==> config.mk <==
export PLATFORM = sky130hd
export DESIGN_NAME = key_event
export DESIGN_NICKNAME = d
export VERILOG_FILES = /design/src/rtl/key_event.sv
export SDC_FILE = /design/constraint.sdc
export NUM_CORES = 1
export LEC_CHECK = 0
export ABC_AREA = 1
export BUFFER_PORTS_ARGS = -buffer_cell sky130_fd_sc_hd__buf_2
export CELL_PAD_IN_SITES_DETAIL_PLACEMENT = 0
export CELL_PAD_IN_SITES_GLOBAL_PLACEMENT = 1
export CORE_AREA = 3 3 81 83
export DETAILED_ROUTE_END_ITERATION = 8
export DIE_AREA = 0 0 84 86
export MAX_ROUTING_LAYER = met4
export PLACE_DENSITY_LB_ADDON = 0.1
export SLEW_MARGIN = 20
export SYNTH_ARGS = -nofsm -noshare
export SYNTH_HDL_FRONTEND = slang
export SYNTH_SLANG_ARGS = --single-unit
export TNS_END_PERCENT = 100
==> constraint.sdc <==
create_clock -name clk -period 1.9 [get_ports clk]
set_input_delay 0.38 -clock clk [delete_from_list [all_inputs] [get_ports clk]]
set_output_delay 0.38 -clock clk [all_outputs]
set_load 0.01 [all_outputs]
==> src/rtl/key_event.sv <==
// key_event
//
// Turns the debounced key level into single-cycle event strobes for
// downstream logic: press, release, long-press and auto-repeat, plus a
// "held" level. All timing is in clk cycles and every output is registered.
//
// Parameters
//   ACTIVE_LOW : 1 -> keyin==0 means pressed, 0 -> keyin==1 means pressed
//   LONG_TH    : cycles from press to the long_press strobe (2..2^32-1)
//   REPEAT_TH  : cycles between repeat_pulse strobes after long-press (2..2^32-1)
//   REPEAT_EN  : 1 enables auto-repeat after long-press
//
// Ports
//   clk           in   system clock, rising edge
//   rst_n         in   synchronous active-low reset
//   keyin         in   debounced key level, synchronous to clk
//   press         out  one-cycle strobe when the key goes down
//   release_pulse out  one-cycle strobe when the key goes up
//   long_press    out  one-cycle strobe when the hold reaches LONG_TH
//   repeat_pulse  out  one-cycle strobe every REPEAT_TH cycles after long-press
//   held          out  high while the key is considered pressed

module key_event #(
    parameter logic        ACTIVE_LOW = 1'b1,
    parameter logic [31:0] LONG_TH    = 32'd50000000,
    parameter logic [31:0] REPEAT_TH  = 32'd10000000,
    parameter logic        REPEAT_EN  = 1'b1
) (
    input  logic clk,
    input  logic rst_n,
    input  logic keyin,
    output logic press,
    output logic release_pulse,
    output logic long_press,
    output logic repeat_pulse,
    output logic held
);

    typedef enum logic [1:0] {
        IDLE = 2'd0,
        HOLD = 2'd1,
        RPT  = 2'd2
    } state_t;

    state_t      state;
    logic [31:0] cnt;
    logic        pk;

    // Normalise polarity so the state machine only ever sees "pressed".
    assign pk = keyin ^ ACTIVE_LOW;

    always_ff @(posedge clk) begin
        if (!rst_n) begin
            // Reset aborts any hold silently: no release strobe is produced.
            state         <= IDLE;
            cnt           <= 32'd0;
            press         <= 1'b0;
            release_pulse <= 1'b0;
            long_press    <= 1'b0;
            repeat_pulse  <= 1'b0;
            held          <= 1'b0;
        end else begin
            // Strobes are cleared every edge unless set below, so each is one cycle wide.
            press         <= 1'b0;
            release_pulse <= 1'b0;
            long_press    <= 1'b0;
            repeat_pulse  <= 1'b0;

            case (state)
                IDLE: begin
                    if (pk) begin
                        state <= HOLD;
                        cnt   <= 32'd0;
                        press <= 1'b1;
                        held  <= 1'b1;
                    end else begin
                        held  <= 1'b0;
                    end
                end

                HOLD: begin
                    // Release is tested first so it wins over a coincident threshold.
                    if (!pk) begin
                        state         <= IDLE;
                        cnt           <= 32'd0;
                        release_pulse <= 1'b1;
                        held          <= 1'b0;
                    end else if (cnt == LONG_TH - 32'd1) begin
                        state      <= RPT;
                        cnt        <= 32'd0;
                        long_press <= 1'b1;
                        held       <= 1'b1;
                    end else begin
                        cnt  <= cnt + 32'd1;
                        held <= 1'b1;
                    end
                end

                RPT: begin
                    if (!pk) begin
                        state         <= IDLE;
                        cnt           <= 32'd0;
                        release_pulse <= 1'b1;
                        held          <= 1'b0;
                    end else if (REPEAT_EN && (cnt == REPEAT_TH - 32'd1)) begin
                        cnt          <= 32'd0;
                        repeat_pulse <= 1'b1;
                        held         <= 1'b1;
                    end else begin
                        // With repeat disabled the counter is frozen while held.
                        if (REPEAT_EN) begin
                            cnt <= cnt + 32'd1;
                        end
                        held <= 1'b1;
                    end
                end

                default: begin
                    state <= IDLE;
                    cnt   <= 32'd0;
                    held  <= 1'b0;
                end
            endcase
        end
    end

endmodule

# [Word level (Yosys, flattened, before mapping)]
# Cells that the tools add are included.
# Widths: inputs -> output; s select.
[word_totals] in_bits=3 elab_cells=42 ff_bits=39 output_inout_bits=5
[classes] bitwise=3 n_eq_ne=7 muxes=15 n_reduce_logical=9 n_addsub=1
[op_table] cell="$mux 32" count=5
[op_table] cell="$pmux 32 s3" count=1
[op_table] cell="$add 32x1->32 const B" count=1
[op_table] cell="$eq 32x24->1 const B" count=1
[op_table] cell="$eq 32x26->1 const B" count=1
[op_table] cell="$reduce_or 3->1" count=3
[op_table] cell="$mux 2" count=4
[op_table] cell="$pmux 2 s3" count=1
[op_table] cell="$reduce_and 2->1" count=3
[op_table] cell="$mux 1" count=4
[op_table] cell="$ne 2x2->1 const B" count=2
[op_table] cell="$ne 3x3->1 const B" count=1
[op_table] cell="$not 1->1" count=3
[op_table] cell="$reduce_and 3->1" count=1
[op_table] cell="$eq 2x1->1 const B" count=1
[op_table] cell="$eq 2x2->1 const B" count=1
[op_table] cell="$logic_not 2->1" count=1
[op_table] cell="$reduce_or 2->1" count=1

# [Longest topological paths before layout]
# Gate-level depths: netlist of run 1.
[logic_depth] ltp_word=4 mapped_depth=13 ltp_nobuf=12

# [Least setup slack after synthesis of run 1]
# No wires, ideal clock.
[synth_timing] path_kind="flip-flop to flip-flop" start="reg state[0]" end="reg cnt[16]" path_stages_with_launch=9 arrival_ps=1554 required_ps=1784 slack_ps=230 period_less_slack_ps=1670 setup_ps=116 n_path_buf=0 cell_sequence="dfxtp_1 inv_1 ha_1 nand2_1 clkinv_1 nor3_1 nand2_1 xor2_1 nor2_2"
[synth_via] elab_chain_cells=2 word_cells_on_any_way=5 classes_between="eq/ne (3); mux (1); reduce/logical (1)"
[synth_lines] element="start: declaration" line="45" rtl="state_t state;"
[synth_lines] element="start signal: assignment" line="55" rtl="state <= IDLE;"
[synth_lines] element="start signal: assignment" line="72" rtl="state <= HOLD;"
[synth_lines] element="start signal: assignment" line="84" rtl="state <= IDLE;"
[synth_lines] element="$eq 2x2->1, or another cell as far along" line="69" rtl="case (state)"
[synth_lines] element="$pmux 32 s3 or $ne 2x2->1 (tied branches)"
[synth_lines] element="end signal: assignment" line="94" rtl="cnt <= cnt + 32'd1;"
[synth_lines] element="end signal: assignment" line="112" rtl="cnt <= cnt + 32'd1;"
[synth_lines] element="end: declaration" line="46" rtl="logic [31:0] cnt;"
# Several ways; a longest one is shown, not always the timed one.
# A chain may end at the register's enable or synchronous reset.

# [Final worst setup path of run 1]
[layout_timing] start="reg cnt[1]" end="reg cnt[16]"
[layout_via] elab_chain_cells=4 word_cells_on_any_way=8 classes_between="add/sub (1); eq/ne (2); mux (5)"
[layout_lines] element="$add 32x1->32, or another cell as far along" line="94, 112"
[layout_lines] element="$mux 32, on equally long branches" line="105, 88"
[layout_lines] element="$mux 32, on equally long branches" line="100, 83"
[layout_lines] element="$pmux 32 s3 (*)" line="69"
# Every way passes the cells marked *; elsewhere a longest branch is shown, timed or not.

==> reports/qor.txt, run 1 <==
Number of global-route vias before repair = 2394
Peak VDD IR = 0.618 mV
Max incr delay on CP = 0.37 ns
CTS tree = yes
Max clock buf depth = 2
Max Freq = 588 MHz
Post_cts resized = 0
Bufs and invs on worst path = 1
Syn avg cell area = 6.06 um^2
Synth area leaders = dfxtp_1, nand2_1, nor2_1
CP arrival = 1.89 ns
Worst slew pin tran = 0.344 ns
Placement Rows = 28
Antenna Violating Nets Remaining = 0
Largest net degree at the start of global routing = 18
Status = finished, final reports clean
Synth Cell Area = 2490 um^2
Yosys warning count = 0
Setup CP Type = reg2reg
Crit-path slowest cell = dfxtp_2
Per-cell routed wire length = 13.6 um
Number of H-tree levels = 2
WP data required = 2.09 ns
# clock sinks = 39
Post-synthesis cell type count = 25
Hold-fix buffers at CTS = 0
Endpoints failing setup = 0
Global router's overall resource usage = 0.211
I/O Buffers = 7
Final period util = 0.895
Initial DRC Count = 216
Drt first pass iters = 4
Share of the synthesized area in the top cell type = 0.313
Die W = 84 um
RSZ-0062 raised after global routing = false
Nets = 445
Clock-pin slew on the worst setup and hold paths = 0.09 ns
First-pass GRT wire length = 11.8 mm
Synthesized Nets = 420
Core ar. = 5920 um^2
Fin Setup TNS = 0 ns
Post-Place Setup Slack = 0.0976 ns
Cell Pwr Density = 741 nW/um^2
Worst clock skew = 0.00796 ns
I/O pins = 8
Synth area leader = dfxtp_1
Die Y = 86 um
Rel. slew slack = 0.769
Startpoint Class = register
Max Cap Viol = 0
Cell count after synthesis = 411
Area of the die = 7220 um^2
Routed via count = 2500
GPL Wtd Cong = 0.918
Area Growth Syn to Fin = 14.1%
Ant diodes = 0
CTS Root Cell = clkbuf_8
Grt ovf = 0
Max Slew Vio Count = 0
Worst hold path type = in2reg
Worst-Skew Late Latency = 0.29 ns
Setup WS post-layout = 0.199 ns
DRC = 0
Final Hold Vio Count = 0
Crit-path leading delay family = simple AND/OR/NAND/NOR gates
Cell Chain, Critical Path = ha_1, inv_1, nor2_4, nand2_1, nor3_1, nand2_1, xor2_1, nor2_2
Sequential element share of the synthesized area = 0.313
Setup repair bufs after CTS = 0
Crit. End Element = register
CP dominant cell by count = nand2_1
Post-route minimum period = 1.70 ns
Vias per std cell = 4.88
Layout cell share with drive strength beyond 1 = 0.144
Starting Density = 0.421
Seq cells post-synth = 39
Crit Path Max Fanout = 5
WL final = 6.96 mm
Tot Pwr = 2.11 mW
Leakage power = 1.12 nW
CTS buffer count = 5
Antenna violations before repair = 0
Dpl hpwl = 5.35 mm
==> cells by family after synthesis <==
| logic type | after synthesis | synth area share |
|---|---|---|
| AND/OR/NAND/NOR | 266 | 0.459 |
| flip-flops | 39 | 0.313 |
| AO/OA/AOI/OAI | 29 | 0.0597 |
| XOR/XNOR | 13 | 0.0457 |
| buffers and inverters | 58 | 0.0924 |
| adder cells (fa/ha/maj) | 6 | 0.0301 |
==> power by group <==
part | switching, mW | total (mW) | internal [mW]
sequential | 0.0215 | 0.878 | 0.856
clock | 0.309 | 0.567 | 0.257
combinational | 0.473 | 0.664 | 0.191
total | 0.804 | 2.11 | 1.30
==> sequential cells by signal (all words and copies together), names as in the netlist <==
register / cells
held: 1
state: 2
repeat_pulse: 1
long_press: 1
press: 1
release_pulse: 1
cnt: 32
==> synthesized netlist by cell type (all sizes together) <==
library cell and number:
o22ai 1, or2 1, o21ai 8, clkinv 2, nor2 85, buf 2, a21oi 19, ha 6
xnor2 1, nand3b 1, dfxtp 39, nand3 32, nor3 7, clkbuf 4, o211ai 1, xor2 12
nand2 133, nand4 5, inv 50, and2 2
==> placed cells by master, fill, tap and decap left out, types with 2 or more instances in the layout <==
cell,instances
nand4_1,5
nand3_1,31
nor2_1,65
buf_4,15
o21ai_0,8
and2_1,2
buf_2,7
a21oi_1,19
nor3_1,6
ha_1,6
nor2_2,19
inv_1,50
nand2_1,125
nand2_4,3
clkbuf_8,5
nand2_2,5
dfxtp_1,38
xor2_1,12
==> path summary, 6_finish.rpt <==
check	startpoint	endpoint	slack (ns)	cells past startpoint
min	keyin	press	0.32	2
min reg2reg	cnt[31]	cnt[31]	0.50	2
max reg2reg	cnt[1]	cnt[16]	0.20	8
max	cnt[1]	cnt[16]	0.20	8
==> final cells by class <==
cell class / count / area [um^2]
clock buffer: 6 / 72.6
clock inverter: 2 / 12.5
fill: 648 / 3080
inverter: 52 / 195
multi-input combinational: 315 / 1530
sequential: 39 / 782
tap: 75 / 93.8
timing repair buffer: 23 / 159
==> metal layers <==
layer	wire length, um	share of wire	track usage
met1	3470	0.50	0.288
met2	3090	0.44	0.334
met3	342	0.049	0.0288
met4	57	0.0082	0.0453
met5	0	0	-
==> metrics by stage <==
step	hold WS (ns)	cells	instance area, um^2	utilization
floorplan	0.452	411	2490	-
global placement	0.480	503	2710	0.457
detailed placement	0.485	503	2710	0.457
CTS	0.311	511	2790	0.471
global route	0.320	512	2840	0.480
finish	0.316	512	2840	0.480
Power figures use the tool's default switching activity.
==> run 2: changes to the inputs <==
--- a/config.mk
+++ b/config.mk
@@ -12,7 +12,6 @@
 export CORE_AREA = 3 3 81 83
 export DETAILED_ROUTE_END_ITERATION = 8
 export DIE_AREA = 0 0 84 86
-export MAX_ROUTING_LAYER = met4
 export PLACE_DENSITY_LB_ADDON = 0.1
 export SLEW_MARGIN = 20
 export SYNTH_ARGS = -nofsm -noshare
==> reports/qor.txt, run 2 (synthesis gave the netlist of run 1 again) <==
Area of the die = 7220 um^2
Final instance area = 2840 um^2
GPL Wtd Cong = 0.902
GR peak layer = met2
Vias per std cell = 4.89
Crit path depth = 8
Post_cts resized = 0
Fillers = 648
Max incr delay on CP = 0.37 ns
Placed instance area = 2710 um^2
Area Growth Syn to Fin = 14.1%
DP Cell Count = 503
Antenna violations before repair = 0
Setup repair bufs after CTS = 0
Bufs and invs on worst path = 1
Die Y = 86 um
Worst Setup SP = cnt[1]
CTS Root Cell = clkbuf_8
Worst-Skew Late Latency = 0.30 ns
Dpl hpwl = 5.35 mm
Largest reg by FF count = cnt
Worst setup endpoint = cnt[16]
RSZ-0062 raised after global routing = false
Max FFs per register = 32
Number of global-route vias before repair = 2396
I/O Buffers = 7
Largest net degree at the start of global routing = 18
Global router's overall resource usage = 0.205
FF+latch area = 782 um^2
Met1 Use GR = 0.288
Grt ovf = 0
Worst hold slack = 0.317 ns
Largest registers = cnt: 32 flops, state: 2 flops
Status = finished, final reports clean
Final period util = 0.903
Setup CP Type = reg2reg
Routed via count = 2502
DRC = 0
Max clock buf depth = 2
CP arrival = 1.91 ns
Crit-path leading delay family = simple AND/OR/NAND/NOR gates
WP data required = 2.10 ns
WL final = 7.00 mm
Peak VDD IR = 0.626 mV
Worst clock skew = 0.0125 ns
# clock sinks = 39
Most common cell after layout, fill and taps aside = nand2_1
Clock-pin slew on the worst setup and hold paths = 0.09 ns
Max Slew Vio Count = 0
CTS buffer count = 5
Per-cell routed wire length = 13.7 um
Reg2reg setup slack = 0.19 ns
Most frequent cells in the layout = nand2_1, nor2_1, inv_1, dfxtp_1, nand3_1
Post-route minimum period = 1.71 ns
Layout cell share with drive strength beyond 1 = 0.144
Post-Layout Cell Count = 512
First-pass GRT wire length = 11.8 mm
Crit-path slowest cell = dfxtp_2
Number of H-tree levels = 2
Max Freq = 583 MHz
Starting Density = 0.421
CP dominant cell by count = nand2_1
Core ar. = 5920 um^2
R2R depth = 8
Cell Pwr Density = 742 nW/um^2
Placement Rows = 28
Ant diodes = 0
Worst hold path type = in2reg
Worst slew pin tran = 0.352 ns
CTS tree = yes
Reg-to-Reg End = cnt[16]
Max Cap Viol = 0
Crit. End Element = register
Final Hold Vio Count = 0
FF-to-FF Start = cnt[1]
Leakage power = 1.12 nW
Grt met3 use = 0.0288
Drt first pass iters = 4
Rel. slew slack = 0.764
I/O pins = 8
Grt met2 use = 0.334
Hold-fix buffers at CTS = 0
Crit Path Max Fanout = 5
Multi-input combinational cell area = 1530 um^2
Endpoints failing setup = 0
Nets = 445
Cell Chain, Critical Path = ha_1, inv_1, nor2_4, nand2_1, nor3_1, nand2_1, xor2_1, nor2_2
Fin Setup TNS = 0 ns
Die W = 84 um
Startpoint Class = register
Initial DRC Count = 206
Antenna Violating Nets Remaining = 0
-- run 2: cell type report --
cell class / count / area share
Timing Repair Buffer: 23 / 0.0559
Clock inverter: 2 / 0.00440
Inverter: 52 / 0.0686
Tap cell: 75 / 0.0330
Sequential cell: 39 / 0.275
Clock buffer: 6 / 0.0255
Multi-Input combinational cell: 315 / 0.538
-- run 2: per-layer routing --
layer  routed length (um)  share of wire
met2                 3090           0.44
met3                  329          0.047
met1                 3500           0.50
met4                   68         0.0097
met5                    0              0
-- run 2: where the power goes --
group	internal [mW]	switching, mW
logic	0.191	0.475
registers	0.856	0.0215
clock network	0.257	0.311
total	1.30	0.807
-- run 2: how the worst min path moves through the flow --
| stage | start | endpoint | slack, ns | depth (start not counted) |
|---|---|---|---|---|
| global route | keyin | press | 0.32 | 2 |
| global placement | cnt[31] | cnt[31] | 0.48 | 2 |
| detailed placement | cnt[31] | cnt[31] | 0.48 | 2 |
| CTS | keyin | press | 0.31 | 2 |
| floorplan | keyin | press | 0.45 | 1 |
| finish | keyin | press | 0.32 | 2 |
-- run 2: per-stage QoR --
stage | util | worst slack (ns) | total power [mW]
CTS | 0.471 | 0.0711 | 2.07
global placement | 0.457 | 0.0987 | 1.50
finish | 0.480 | 0.185 | 2.11
detailed placement | 0.457 | 0.0976 | 1.50
floorplan | - | 0.230 | 1.30
global route | 0.480 | 0.00791 | 2.23
-- run 2: worst register-to-register path, stage by stage, from the launching register on --
cell     delay, ns
dfxtp_2       0.37
ha_1          0.17
inv_1         0.07
nor2_4        0.13
nand2_1       0.15
nor3_1        0.35
nand2_1       0.14
xor2_1        0.20
nor2_2        0.06
